[config.mk]
export PLATFORM = sky130hd
export DESIGN_NAME = video_capture
export DESIGN_NICKNAME = d
export VERILOG_FILES = /design/src/rtl/video_capture_pkg.sv /design/src/rtl/video_timing_meter.sv /design/src/rtl/video_capture.sv
export SDC_FILE = /design/constraint.sdc
export NUM_CORES = 1
export LEC_CHECK = 0
export BUFFER_PORTS_ARGS = -buffer_cell sky130_fd_sc_hd__buf_4
export CORE_MARGIN = 2
export CORE_UTILIZATION = 55
export DETAILED_ROUTE_END_ITERATION = 10
export HOLD_SLACK_MARGIN = 0.05
export PLACE_DENSITY_LB_ADDON = 0.15
export SLEW_MARGIN = 20
export SYNTH_ARGS = -nofsm -noshare
export SYNTH_HDL_FRONTEND = slang
export SYNTH_HIERARCHICAL = 1
export SYNTH_SLANG_ARGS = --single-unit
export TNS_END_PERCENT = 30
[constraint.sdc]
create_clock -name clkPixel -period 3.72 [get_ports clkPixel]
set_input_delay 0.93 -clock clkPixel [delete_from_list [all_inputs] [get_ports clkPixel]]
set_output_delay 0.93 -clock clkPixel [all_outputs]
set_load 0.02 [all_outputs]
[src/rtl/video_capture_pkg.sv]
// Shared definitions for the video capture path and the timing generator.
package video_capture_pkg;

  localparam int unsigned H_ACTIVE_DEFAULT = 640;
  localparam int unsigned V_ACTIVE_DEFAULT = 480;
  localparam int unsigned CAP_AW           = 14;
  localparam int unsigned COORD_W          = 12;

  typedef struct packed {
    logic [2:0] r;
    logic [2:0] g;
    logic [1:0] b;
  } rgb332_t;

  typedef enum logic [1:0] {
    IDLE,
    WAIT_FRAME,
    CAPTURE,
    DONE
  } cap_state_t;

  // Coordinate increment that sticks at all-ones instead of wrapping.
  function automatic logic [COORD_W-1:0] sat_inc(input logic [COORD_W-1:0] v);
    return (v == '1) ? v : v + 1'b1;
  endfunction

endpackage

[src/rtl/video_timing_meter.sv]
// Registers the incoming video stream, recovers active-area coordinates and
// measures line/frame geometry against the expected active size.
module video_timing_meter
  import video_capture_pkg::*;
#(
  parameter int unsigned H_ACTIVE = H_ACTIVE_DEFAULT,
  parameter int unsigned V_ACTIVE = V_ACTIVE_DEFAULT
) (
  input  logic               clkPixel,
  input  logic               reset,
  input  logic               hsync,
  input  logic               vsync,
  input  logic               blank,
  input  rgb332_t            pixel,
  output logic [COORD_W-1:0] x,
  output logic [COORD_W-1:0] y,
  output rgb332_t            pixel_r,
  output logic               active,
  output logic               frame_start,
  output logic               line_end,
  output logic [COORD_W-1:0] width_meas,
  output logic [COORD_W-1:0] height_meas,
  output logic               geom_err
);

  logic hs_r, vs_r, bl_r;
  logic vs_q, bl_q;
  logic seen_frame;

  // hsync is registered alongside the other inputs; line geometry comes from blank.
  logic unused_hs;
  assign unused_hs = hs_r;

  assign frame_start = vs_q & ~vs_r;
  assign line_end    = ~bl_q & bl_r;
  assign active      = ~bl_r;

  // Geometry is only trusted once a frame start has been seen, so the
  // partial frame after reset never flags an error.
  assign geom_err = seen_frame &
                    ((line_end    & (x != COORD_W'(H_ACTIVE))) |
                     (frame_start & (y != COORD_W'(V_ACTIVE))));

  // Input register stage plus edge-detector history (primed to idle levels).
  always_ff @(posedge clkPixel) begin
    if (reset) begin
      hs_r    <= 1'b1;
      vs_r    <= 1'b1;
      bl_r    <= 1'b1;
      pixel_r <= '0;
      vs_q    <= 1'b1;
      bl_q    <= 1'b1;
    end else begin
      hs_r    <= hsync;
      vs_r    <= vsync;
      bl_r    <= blank;
      pixel_r <= pixel;
      vs_q    <= vs_r;
      bl_q    <= bl_r;
    end
  end

  // Coordinate counters and geometry measurement registers.
  always_ff @(posedge clkPixel) begin
    if (reset) begin
      x           <= '0;
      y           <= '0;
      width_meas  <= '0;
      height_meas <= '0;
      seen_frame  <= 1'b0;
    end else begin
      x <= bl_r ? '0 : sat_inc(x);
      if (frame_start) begin
        y           <= '0;
        height_meas <= y;
        seen_frame  <= 1'b1;
      end else if (line_end) begin
        y <= sat_inc(y);
      end
      if (line_end) width_meas <= x;
    end
  end

endmodule

[src/rtl/video_capture.sv]
// Captures one decimated window of a frame into a capture RAM on request and
// reports measured video geometry.
module video_capture
  import video_capture_pkg::*;
#(
  parameter int unsigned H_ACTIVE = H_ACTIVE_DEFAULT,
  parameter int unsigned V_ACTIVE = V_ACTIVE_DEFAULT,
  parameter int unsigned WIN_X    = 0,
  parameter int unsigned WIN_Y    = 0,
  parameter int unsigned WIN_W    = 80,
  parameter int unsigned WIN_H    = 60,
  parameter int unsigned DEC_LOG2 = 3
) (
  input  logic              clkPixel,
  input  logic              reset,
  input  logic              hsync,
  input  logic              vsync,
  input  logic              blank,
  input  logic [7:0]        pixel,
  input  logic              arm,
  output logic              busy,
  output logic              done,
  output logic              cap_we,
  output logic [CAP_AW-1:0] cap_addr,
  output logic [7:0]        cap_data,
  output logic [11:0]       width_meas,
  output logic [11:0]       height_meas,
  output logic              timing_err
);

  localparam int unsigned X_SPAN    = WIN_W << DEC_LOG2;
  localparam int unsigned Y_SPAN    = WIN_H << DEC_LOG2;
  localparam int unsigned DEC_MASK  = (1 << DEC_LOG2) - 1;
  localparam logic [CAP_AW-1:0] LAST_ADDR = CAP_AW'(WIN_W * WIN_H - 1);

  if (WIN_W * WIN_H > (1 << CAP_AW)) begin : g_chk_size
    $error("capture window exceeds capture RAM");
  end
  if (WIN_X + X_SPAN > H_ACTIVE) begin : g_chk_x
    $error("capture window exceeds active width");
  end
  if (WIN_Y + Y_SPAN > V_ACTIVE) begin : g_chk_y
    $error("capture window exceeds active height");
  end

  logic [COORD_W-1:0] x, y;
  rgb332_t            pixel_r;
  logic               active, frame_start, unused_line_end, geom_err;

  video_timing_meter #(
    .H_ACTIVE(H_ACTIVE),
    .V_ACTIVE(V_ACTIVE)
  ) u_meter (
    .clkPixel   (clkPixel),
    .reset      (reset),
    .hsync      (hsync),
    .vsync      (vsync),
    .blank      (blank),
    .pixel      (rgb332_t'(pixel)),
    .x          (x),
    .y          (y),
    .pixel_r    (pixel_r),
    .active     (active),
    .frame_start(frame_start),
    .line_end   (unused_line_end),
    .width_meas (width_meas),
    .height_meas(height_meas),
    .geom_err   (geom_err)
  );

  // Offsets wrap to huge values left/above the window, so one unsigned
  // compare covers both window edges.
  logic [31:0] dx, dy;
  logic        sample;
  assign dx     = 32'(x) - WIN_X;
  assign dy     = 32'(y) - WIN_Y;
  assign sample = active & (dx < X_SPAN) & (dy < Y_SPAN) &
                  ((dx & DEC_MASK) == '0) & ((dy & DEC_MASK) == '0);

  cap_state_t        state, state_n;
  logic [CAP_AW-1:0] addr, addr_n, cap_addr_n;
  logic [7:0]        cap_data_n;
  logic              cap_we_n, busy_n, done_n, err_n;

  // State, address counter and registered outputs.
  always_ff @(posedge clkPixel) begin
    if (reset) begin
      state      <= IDLE;
      addr       <= '0;
      cap_we     <= 1'b0;
      cap_addr   <= '0;
      cap_data   <= '0;
      busy       <= 1'b0;
      done       <= 1'b0;
      timing_err <= 1'b0;
    end else begin
      state      <= state_n;
      addr       <= addr_n;
      cap_we     <= cap_we_n;
      cap_addr   <= cap_addr_n;
      cap_data   <= cap_data_n;
      busy       <= busy_n;
      done       <= done_n;
      timing_err <= err_n;
    end
  end

  // Next-state and next-output logic for the capture sequencer.
  always_comb begin
    state_n    = state;
    addr_n     = addr;
    cap_we_n   = 1'b0;
    cap_addr_n = cap_addr;
    cap_data_n = cap_data;
    busy_n     = busy;
    done_n     = 1'b0;
    err_n      = timing_err | geom_err;
    unique case (state)
      IDLE: begin
        // done is still high one cycle after DONE; an arm there is dropped.
        if (arm && !done) begin
          state_n = WAIT_FRAME;
          busy_n  = 1'b1;
          err_n   = 1'b0;
        end
      end
      WAIT_FRAME: begin
        if (frame_start) begin
          state_n = CAPTURE;
          addr_n  = '0;
        end
      end
      CAPTURE: begin
        if (frame_start) begin
          err_n  = 1'b1;
          addr_n = '0;
        end else if (sample) begin
          cap_we_n   = 1'b1;
          cap_addr_n = addr;
          cap_data_n = pixel_r;
          addr_n     = addr + 1'b1;
          if (addr == LAST_ADDR) state_n = DONE;
        end
      end
      DONE: begin
        state_n = IDLE;
        busy_n  = 1'b0;
        done_n  = 1'b1;
      end
      default: state_n = IDLE;
    endcase
  end

endmodule

==> results of run 1 <==
-- worst min-delay path, cell delays in order (launching register included) --
cell and delay, ns:
dfxtp_1 0.31, nand2_1 0.04, a21oi_1 0.05
-- sequential cells by signal, summed over array words and instances (netlist names) --
name / count
u_meter/vs_r: 1
cap_addr: 14
u_meter/seen_frame: 1
busy: 1
u_meter/bl_r: 1
cap_we: 1
u_meter/x: 12
u_meter/bl_q: 1
cap_data: 8
u_meter/vs_q: 1
timing_err: 1
done: 1
u_meter/y: 12
addr: 14
state: 2
u_meter/width_meas: 12
u_meter/height_meas: 12
u_meter/pixel_r: 8
-- final cells by class --
cell class	count	area (um2)	area share [%]
Tap cell	105	131	2.53
Clock inverter	6	52.6	1.01
Inverter	20	75.1	1.44
Sequential cell	103	2060	39.7
Timing Repair Buffer	66	495	9.54
Clock buffer	10	138	2.65
Multi-Input combinational cell	392	2240	43.1
-- cell usage in the layout (no fill, tap or decap), types with 6 or more instances in the layout --
master    synthesis  routed
nand2_1         117     117
dfxtp_1         103     103
buf_4             1      66
a21oi_1          61      61
nor2_1           27      27
inv_1            19      19
nor2b_1          16      16
nand3_1          16      16
o21ai_0          15      15
nand2b_1         10      10
nor3_1           10      10
clkbuf_8          0      10
nand4_1           9       9
ha_1              9       9
and3_1            8       8
nor4_1            8       8
a31oi_1           8       8
mux2i_1           7       7
or2_2             6       6
-- per-layer routing --
layer | global-route usage (%) | up-vias
li1 | - | 1995
met4 | 10.4 | 0
met2 | 38.3 | 98
met1 | 29.8 | 1881
met3 | 3.35 | 18
met5 | 0 | -
-- worst min path at each step --
| stage | from | cells past startpoint | endpoint | slack, ns |
|---|---|---|---|---|
| CTS | u_meter/pixel_r[5] | 2 | cap_data[5] | 0.45 |
| global route | u_meter/pixel_r[7] | 2 | cap_data[7] | 0.46 |
| detailed placement | u_meter/pixel_r[5] | 2 | cap_data[5] | 0.43 |
| finish | u_meter/pixel_r[5] | 2 | cap_data[5] | 0.45 |
| global placement | u_meter/pixel_r[4] | 2 | cap_data[4] | 0.42 |
| floorplan | u_meter/vs_r | 1 | u_meter/vs_q | 0.41 |
-- cells by family after synthesis --
group | count (synthesis) | share of synthesized area (%)
buffers and inverters | 49 | 5.00
flip-flops | 103 | 45.5
AO/OA/AOI/OAI | 115 | 15.6
adder cells (fa/ha/maj) | 9 | 2.49
multiplexers | 7 | 1.55
AND/OR/NAND/NOR | 253 | 28.3
XOR/XNOR | 8 | 1.55
-- report_power, final --
group	internal [mW]	leakage, nW	total, mW	switching [mW]
clock network	0.271	0.0910	0.682	0.411
registers	1.13	0.834	1.15	0.0202
logic	0.0942	1.04	0.287	0.193
total	1.49	1.97	2.12	0.624
==> flow_metrics.env, run 1 <==
export IMPL_nets=615
export IMPL_clkSinkCount=103
export IMPL_clk_pin_slew_ns=0.10
export IMPL_grt_first_pass_wirelength_mm=16.4
export IMPL_total_power_mw=2.12
export IMPL_cts_hold_buf=0
export IMPL_async_flop_share_pct=0
export IMPL_outcome="complete, no violations"
export IMPL_path_buf_inv=2
export IMPL_coreArea_um2=8090
export IMPL_synth_cells=544
export IMPL_synth_edf_count=0
export IMPL_tns_ns=0
export IMPL_wl_met2_mm=4.88
export IMPL_area_growth_pct=14.7
export IMPL_crit_chain="inv_1 > ha_1 > nor2b_1 > nand3_1 > buf_4 > o41ai_1"
export IMPL_ys_ff_latch=103
export IMPL_placed_area_um2=5010
export IMPL_place_ws_ns=1.23
export IMPL_post_route_util_pct=64.2
export IMPL_rows=33
export IMPL_drive_gt1_share_pct=16.4
export IMPL_yosys_warnings=6
export IMPL_post_dp_hpwl_mm=6.81
export IMPL_drc=0
export IMPL_endpoint_kind="flop"
export IMPL_die_area_um2=8980
export IMPL_maxSlewViolCount=0
export IMPL_fillers=739
export IMPL_synth_net_count=567
export IMPL_grt_max_degree=84
export IMPL_layout_cells_non_filler=702
export IMPL_wl_met1_mm=4.58
export IMPL_crit_type="flop to flop"
export IMPL_hold_class="flop to flop"
export IMPL_finalWirelength_mm=10.1
export IMPL_setup_viol=0
export IMPL_fin_worst_skew_ns=0.00902
export IMPL_crit_slowest_cell="nor2b_1"
export IMPL_cp_start_kind="flop"
export IMPL_gp_congestion=0.889
export IMPL_start_util_pct=56.0
export IMPL_post_cts_repair_setup_buffers=0
export IMPL_ys_seq_area_share_pct=45.5
export IMPL_wire_per_inst_um=14.4
export IMPL_overflow=0
export IMPL_cts_buffer_depth=2
export IMPL_post_place_cells=686
export IMPL_p_leak_nw=1.97
export IMPL_r2r_start="state[0]"
export IMPL_hold_violations=0
export IMPL_r2r_setup_slack_ns=1.27
export IMPL_synth_top_area_cell="dfxtp_1"
export IMPL_holdWs_ns=0.445
export IMPL_first_iter_violations=186
export IMPL_top_layer_used="met4"
export IMPL_setup_ws_ns=1.27
export IMPL_synth_flop_cell="dfxtp_1"
export IMPL_reg2regPathDepth=6
export IMPL_via_per_inst=5.69
export IMPL_grt_pass1_vias=3502
export IMPL_crit_arrival_ns=2.72
export IMPL_cpPeakStageDelay_ns=0.61
export IMPL_synth_common_cells="117 x nand2_1, 103 x dfxtp_1, 61 x a21oi_1"
export IMPL_die_w_um=94.8
export IMPL_drt_pass1_iter_count=4
export IMPL_clock_latency_ns=0.37
export IMPL_num_antenna_cells=0
export IMPL_post_cts_resized=0
export IMPL_num_vias=3992
export IMPL_fmax_mhz=408
export IMPL_tightest_slew_ns=0.915
export IMPL_maxCapViolCount=0
export IMPL_ant_nets=0
export IMPL_pin_count=64
export IMPL_io_buffers=62
export IMPL_cts_tree="done"
export IMPL_met3_length_um=446
export IMPL_p_per_area_nw_per_um2=408
export IMPL_ir_drop_mv=0.262
export IMPL_synth_top_area_share_pct=45.5
export IMPL_worstPathMaxFanout=15
export IMPL_rsz0062_at_grt="false"
export IMPL_required_ns=3.99
export IMPL_crit_end="addr[0]"
export IMPL_syn_avg_cell_area_um2=8.33
export IMPL_cts_root_buf="clkbuf_8"
export IMPL_fin_area_um2=5200
export IMPL_grt_total_usage_pct=23.1
export IMPL_antenna_found_initial=0
export IMPL_cp_num_cells=6
export IMPL_synth_area_leaders="dfxtp_1 46%, nand2_1 9.7%, a21oi_1 6.7%, ha_1 2.5%, nor2_1 2.2%"
export IMPL_ys_types=60
export IMPL_startpoint="state[0]"
export IMPL_period_share_pct=66.0
export IMPL_layout_min_cycle_time_ns=2.45
export IMPL_htree_levels=3
export IMPL_relSlewSlack_pct=38.8
export IMPL_timing_rr_end="addr[0]"
export IMPL_yosysMostFrequentCell="nand2_1"
export IMPL_die_h_um=94.8
export IMPL_syn_area_um2=4530
export IMPL_cts_buffers=9
export IMPL_critical_path_top_delay_family="simple AND/OR/NAND/NOR gates"
(Power assumes the default switching activity.)
==> run 2, diff against run 1 <==
--- a/config.mk
+++ b/config.mk
@@ -7,7 +7,7 @@
 export LEC_CHECK = 0
 export BUFFER_PORTS_ARGS = -buffer_cell sky130_fd_sc_hd__buf_4
 export CORE_MARGIN = 2
-export CORE_UTILIZATION = 55
+export CORE_UTILIZATION = 51
 export DETAILED_ROUTE_END_ITERATION = 10
 export HOLD_SLACK_MARGIN = 0.05
 export PLACE_DENSITY_LB_ADDON = 0.15
==> constraint.sdc (replaced) <==
create_clock -name clkPixel -period 2.1 [get_ports clkPixel]
set_input_delay 0.525 -clock clkPixel [delete_from_list [all_inputs] [get_ports clkPixel]]
set_output_delay 0.525 -clock clkPixel [all_outputs]
set_load 0.02 [all_outputs]
==> run 2 against run 1 <==
- maximum frequency increased by 27%
- via count increased by 1.1%
- clock power increased by 94%
- cell count is 2.8% higher
- critical path type unchanged
- critical endpoint is now addr[9]
- highest routed layer unchanged
==> flow_metrics.env, run 2 (synthesized netlist as in run 1, its figures left out) <==
export IMPL_tns_ns=0
export IMPL_p_sw_mw=1.13
export IMPL_drc=0
export IMPL_crit_type="flop to flop"
export IMPL_die_area_um2=9650
export IMPL_ant_nets=0
export IMPL_rows=34
export IMPL_antenna_found_initial=0
export IMPL_finalWirelength_mm=10.4
export IMPL_crit_arrival_ns=2.23
export IMPL_post_dp_hpwl_mm=7.26
export IMPL_pin_count=64
export IMPL_final_cell_mix="117 x nand2_1, 103 x dfxtp_1, 82 x buf_4"
export IMPL_num_vias=4036
export IMPL_clk_pin_slew_ns=0.10
export IMPL_grt_first_pass_wirelength_mm=17.6
export IMPL_required_ns=2.40
export IMPL_setup_ws_ns=0.168
export IMPL_maxCapViolCount=0
export IMPL_rsz0062_at_grt="false"
export IMPL_met3_usage_pct=4.58
export IMPL_crit_chain="nor4b_2 > and4b_1 > a21oi_4 > or4_1 > a21oi_1"
export IMPL_layout_commonest_cell="nand2_1"
export IMPL_comb_power_share_pct=14.8
export IMPL_fin_worst_skew_ns=0.0123
export IMPL_swShare_pct=28.7
export IMPL_area_growth_pct=18.4
export IMPL_maxSlewViolCount=0
export IMPL_grt_max_degree=29
export IMPL_p_per_area_nw_per_um2=733
export IMPL_start_util_pct=52.2
export IMPL_via_per_inst=5.59
export IMPL_cts_buffers=9
export IMPL_coreArea_um2=8680
export IMPL_hold_class="primary input to flop"
export IMPL_worstPathMaxFanout=13
export IMPL_period_share_pct=92.0
export IMPL_relSlewSlack_pct=67.8
export IMPL_place_ws_ns=0.187
export IMPL_grt_pass1_vias=3853
export IMPL_post_cts_repair_setup_buffers=0
export IMPL_crit_slowest_cell="or4_1"
export IMPL_die_w_um=98.3
export IMPL_num_antenna_cells=0
export IMPL_drt_pass1_iter_count=5
export IMPL_ir_drop_mv=0.370
export IMPL_busiest_layer="met2"
export IMPL_first_iter_violations=182
export IMPL_post_cts_resized=0
export IMPL_overflow=0
export IMPL_io_buffers=62
export IMPL_gp_congestion=0.883
export IMPL_clkSinkCount=103
export IMPL_internal_power_mw=2.80
export IMPL_cts_root_buf="clkbuf_8"
export IMPL_tightest_slew_ns=0.479
export IMPL_path_buf_inv=0
export IMPL_setup_viol=0
export IMPL_pwr_share_clk_pct=33.5
export IMPL_cts_tree="done"
export IMPL_critical_path_top_delay_family="simple AND/OR/NAND/NOR gates"
export IMPL_use_met1_pct=27.8
export IMPL_nets=632
export IMPL_cp_start_kind="flop"
export IMPL_cpPeakStageDelay_ns=0.48
export IMPL_use_met2_pct=37.2
export IMPL_p_seq_share_pct=51.7
export IMPL_clock_latency_ns=0.37
export IMPL_hold_violations=0
export IMPL_endpoint_kind="flop"
export IMPL_grt_total_usage_pct=22.0
export IMPL_wire_per_inst_um=14.4
export IMPL_layout_min_cycle_time_ns=1.93
export IMPL_cts_buffer_depth=2
export IMPL_top_regs="addr (14), cap_addr (14)"
export IMPL_die_h_um=98.3
export IMPL_outcome="complete, no violations"
export IMPL_p_leak_nw=2.07
export IMPL_cts_hold_buf=0
export IMPL_drive_gt1_share_pct=18.7
export IMPL_fmax_mhz=518
export IMPL_htree_levels=3
run 2: cell types whose count changed in the layout (fill, tap and decap cells not counted), sizes merged:
cell | before | now
buf | 66 | 83
bufinv | 0 | 1
clkbuf | 10 | 9
clkinv | 2 | 1
clkinvlp | 2 | 1
inv | 22 | 24
run 2: final cells by class:
| type | instances | area, um2 |
|---|---|---|
| Fill cell | 761 | 3320 |
| Multi-Input combinational cell | 392 | 2240 |
| Sequential cell | 103 | 2060 |
| Timing Repair Buffer | 83 | 636 |
| Tap cell | 108 | 135 |
| Clock buffer | 9 | 124 |
| Clock inverter | 7 | 88.8 |
| Inverter | 20 | 75.1 |
run 2: worst paths after layout:
path	start	end	slack (ns)	depth (start not counted)
max	u_meter/x[10]	addr[9]	0.17	5
max reg2reg	u_meter/x[10]	addr[9]	0.17	5
min reg2reg	u_meter/pixel_r[6]	cap_data[6]	0.45	2
min	blank	u_meter/bl_r	0.34	2
run 2: metrics by stage:
step                hold slack [ns]  util [%]  std cells  total power [mW]  cell area [um2]
global placement              0.424      59.3        706              2.64             5150
finish                        0.340      61.8        722              3.93             5360
detailed placement            0.428      59.3        706              2.66             5150
global route                  0.328      61.8        722              4.11             5360
CTS                           0.330      61.8        722              3.96             5360
floorplan                     0.408         -        544              2.45             4530
run 2: power groups by stage:
stage	Sequential, mW	Combinational [mW]	Clock [mW]
2_1_floorplan	2.09	0.366	0
4_1_cts	2.03	0.581	1.35
6_report	2.03	0.580	1.32
5_1_grt	2.04	0.645	1.42
3_5_place_dp	2.08	0.577	0
3_3_place_gp	2.08	0.564	0
run 2: worst register-to-register path: cells and delay by family (launching register included):
kind             cells  cell delay (ns)
AND/OR/NAND/NOR      3             1.18
flip-flops           1             0.41
AO/OA/AOI/OAI        2             0.28
run 2: metal layers:
metal | vias to the layer above | wire length, um
li1 | 2021 | -
met2 | 117 | 5210
met5 | - | 0
met3 | 23 | 534
met4 | 0 | 209
met1 | 1875 | 4420
==> run 3, diff against run 2 <==
--- a/config.mk
+++ b/config.mk
@@ -5,9 +5,10 @@
 export SDC_FILE = /design/constraint.sdc
 export NUM_CORES = 1
 export LEC_CHECK = 0
+export ABC_AREA = 1
 export BUFFER_PORTS_ARGS = -buffer_cell sky130_fd_sc_hd__buf_4
 export CORE_MARGIN = 2
-export CORE_UTILIZATION = 51
+export CORE_UTILIZATION = 52
 export DETAILED_ROUTE_END_ITERATION = 10
 export HOLD_SLACK_MARGIN = 0.05
 export PLACE_DENSITY_LB_ADDON = 0.15
==> run 3 against run 2 <==
- total power increased by 9.1%
- register-to-register slack gained 0.13 ns
- cell count rose by 13%
- clock power is 9.8% lower
- synthesized area is 4.4% higher
- critical endpoint is now addr[2]
==> flow_metrics.env, run 3 <==
export IMPL_outcome="complete, no violations"
export IMPL_swShare_pct=33.0
export IMPL_cp_start_kind="flop"
export IMPL_layout_cells_non_filler=813
export IMPL_cts_hold_buf=0
export IMPL_p_sw_mw=1.42
export IMPL_post_cts_repair_setup_buffers=0
export IMPL_die_h_um=99.4
export IMPL_num_vias=4209
export IMPL_synth_net_count=662
export IMPL_post_cts_resized=0
export IMPL_ys_ff_latch=103
export IMPL_crit_type="flop to flop"
export IMPL_internal_power_mw=2.87
export IMPL_die_area_um2=9870
export IMPL_overflow=0
export IMPL_via_per_inst=5.18
export IMPL_clk_pin_slew_ns=0.10
export IMPL_ant_nets=0
export IMPL_yosysMostFrequentCell="nand2_1"
export IMPL_maxCapViolCount=0
export IMPL_drt_pass1_iter_count=4
export IMPL_antenna_found_initial=0
export IMPL_htree_levels=3
export IMPL_synth_flop_cell="dfxtp_1"
export IMPL_required_ns=2.37
export IMPL_yosys_warnings=6
export IMPL_coreArea_um2=8760
export IMPL_rows=34
export IMPL_setup_viol=0
export IMPL_grt_max_degree=34
export IMPL_relSlewSlack_pct=66.9
export IMPL_cts_buffer_depth=2
export IMPL_startpoint="u_meter/x[2]"
export IMPL_wire_per_inst_um=12.5
export IMPL_cts_buffers=9
export IMPL_p_seq_share_pct=49.9
export IMPL_fillers=815
export IMPL_synth_cells=639
export IMPL_clock_latency_ns=0.38
export IMPL_syn_avg_cell_area_um2=7.40
export IMPL_layout_commonest_cell="nand2_1"
export IMPL_hold_violations=0
export IMPL_synth_edf_count=0
export IMPL_p_per_area_nw_per_um2=785
export IMPL_grt_first_pass_wirelength_mm=17.4
export IMPL_post_place_cells=797
export IMPL_rsz0062_at_grt="false"
export IMPL_drc=0
export IMPL_top_regs="addr (14), cap_addr (14)"
export IMPL_cts_root_buf="clkbuf_8"
export IMPL_pwr_share_clk_pct=27.7
export IMPL_maxSlewViolCount=0
export IMPL_clkSinkCount=103
export IMPL_first_iter_violations=168
export IMPL_period_share_pct=85.9
export IMPL_area_growth_pct=15.4
export IMPL_tns_ns=0
export IMPL_ys_seq_area_share_pct=43.6
export IMPL_worstPathMaxFanout=15
export IMPL_ir_drop_mv=0.421
export IMPL_layout_min_cycle_time_ns=1.80
export IMPL_ys_types=37
export IMPL_p_leak_nw=2.28
export IMPL_endpoint_kind="flop"
export IMPL_grt_total_usage_pct=21.4
export IMPL_fin_worst_skew_ns=0.0113
export IMPL_io_buffers=62
export IMPL_min_delay_start="blank"
export IMPL_num_antenna_cells=0
export IMPL_ff_latch_area_um2=2060
export IMPL_drive_gt1_share_pct=19.3
export IMPL_nets=723
export IMPL_final_cell_mix="113 x nand2_1, 103 x dfxtp_1, 80 x nor2_1"
export IMPL_cts_tree="done"
export IMPL_tightest_slew_ns=0.495
export IMPL_comb_power_share_pct=22.4
export IMPL_fmax_mhz=555
export IMPL_async_flop_share_pct=0
export IMPL_hold_class="primary input to flop"
export IMPL_die_w_um=99.4
export IMPL_r2r_start="u_meter/x[2]"
export IMPL_start_util_pct=54.0
export IMPL_syn_area_um2=4730
export IMPL_finalWirelength_mm=10.1
export IMPL_multi_input_comb_area_um2=2240
export IMPL_synth_top_area_share_pct=43.6
export IMPL_pin_count=64
export IMPL_crit_arrival_ns=2.07
export IMPL_synth_top_area_cell="dfxtp_1"
export IMPL_gp_congestion=0.937
export IMPL_post_dp_hpwl_mm=7.30
export IMPL_r2r_setup_slack_ns=0.30
export IMPL_synth_area_leaders="dfxtp_1 44%, nand2_1 9.0%, o21ai_0 6.5%, nor2_1 6.3%, inv_1 6.0%"
export IMPL_synth_common_cells="113 x nand2_1, 103 x dfxtp_1, 80 x nor2_1"
export IMPL_grt_pass1_vias=3813
==> run 3: kinds of logic after synthesis <==
family / count (synthesis) / synth area share, %
XOR/XNOR: 5 / 0.926
adder cells (fa/ha/maj): 9 / 2.38
flip-flops: 103 / 43.6
buffers and inverters: 103 / 9.13
AND/OR/NAND/NOR: 288 / 28.7
AO/OA/AOI/OAI: 131 / 15.3
==> run 3: worst paths after layout <==
path	endpoint	cells after the start
max	addr[2]	8
min	u_meter/bl_r	2
max reg2reg	addr[2]	8
min reg2reg	u_meter/vs_q	2
==> run 3: critical path, stage by stage, from the launching register on <==
cell and delay [ns]:
dfxtp_1 0.39, nor2_1 0.12, nand2_1 0.07, nor2_2 0.13
nand3_4 0.26, nand2_4 0.24, nand2_1 0.21, o21ai_0 0.22
nor2_1 0.06
==> run 3: stage by stage <==
stage	instance area (um2)	hold slack [ns]	utilization (%)	setup slack (ns)	total power, mW
CTS	5460	0.317	62.3	0.294	4.33
floorplan	4730	0.392	-	0.367	2.86
finish	5460	0.335	62.3	0.297	4.29
global route	5460	0.326	62.3	0.0867	4.56
detailed placement	5270	0.404	60.1	0.324	3.14
global placement	5270	0.401	60.1	0.348	3.11
==> run 3: area by class of cell <==
class	instances	area share, %
Multi-Input combinational cell	433	41.0
Sequential cell	103	37.8
Timing Repair Buffer	70	9.63
Inverter	83	5.71
Tap cell	108	2.48
Clock buffer	9	2.27
Clock inverter	7	1.19
==> run 3: power by group through the flow <==
stage | registers, mW | logic, mW | clock network, mW
finish | 2.14 | 0.958 | 1.19
floorplan | 2.25 | 0.613 | 0
detailed placement | 2.19 | 0.950 | 0
global placement | 2.18 | 0.929 | 0
global route | 2.16 | 1.08 | 1.32
CTS | 2.14 | 0.954 | 1.24
==> run 3: routing by layer <==
| layer | global-route usage (%) | vias up | share of wire, % |
|---|---|---|---|
| li1 | - | 2181 | - |
| met1 | 30.2 | 1928 | 49 |
| met2 | 33.6 | 88 | 46 |
| met3 | 4.22 | 12 | 4.4 |
| met4 | 6.11 | 0 | 1.2 |
| met5 | 0 | - | 0 |
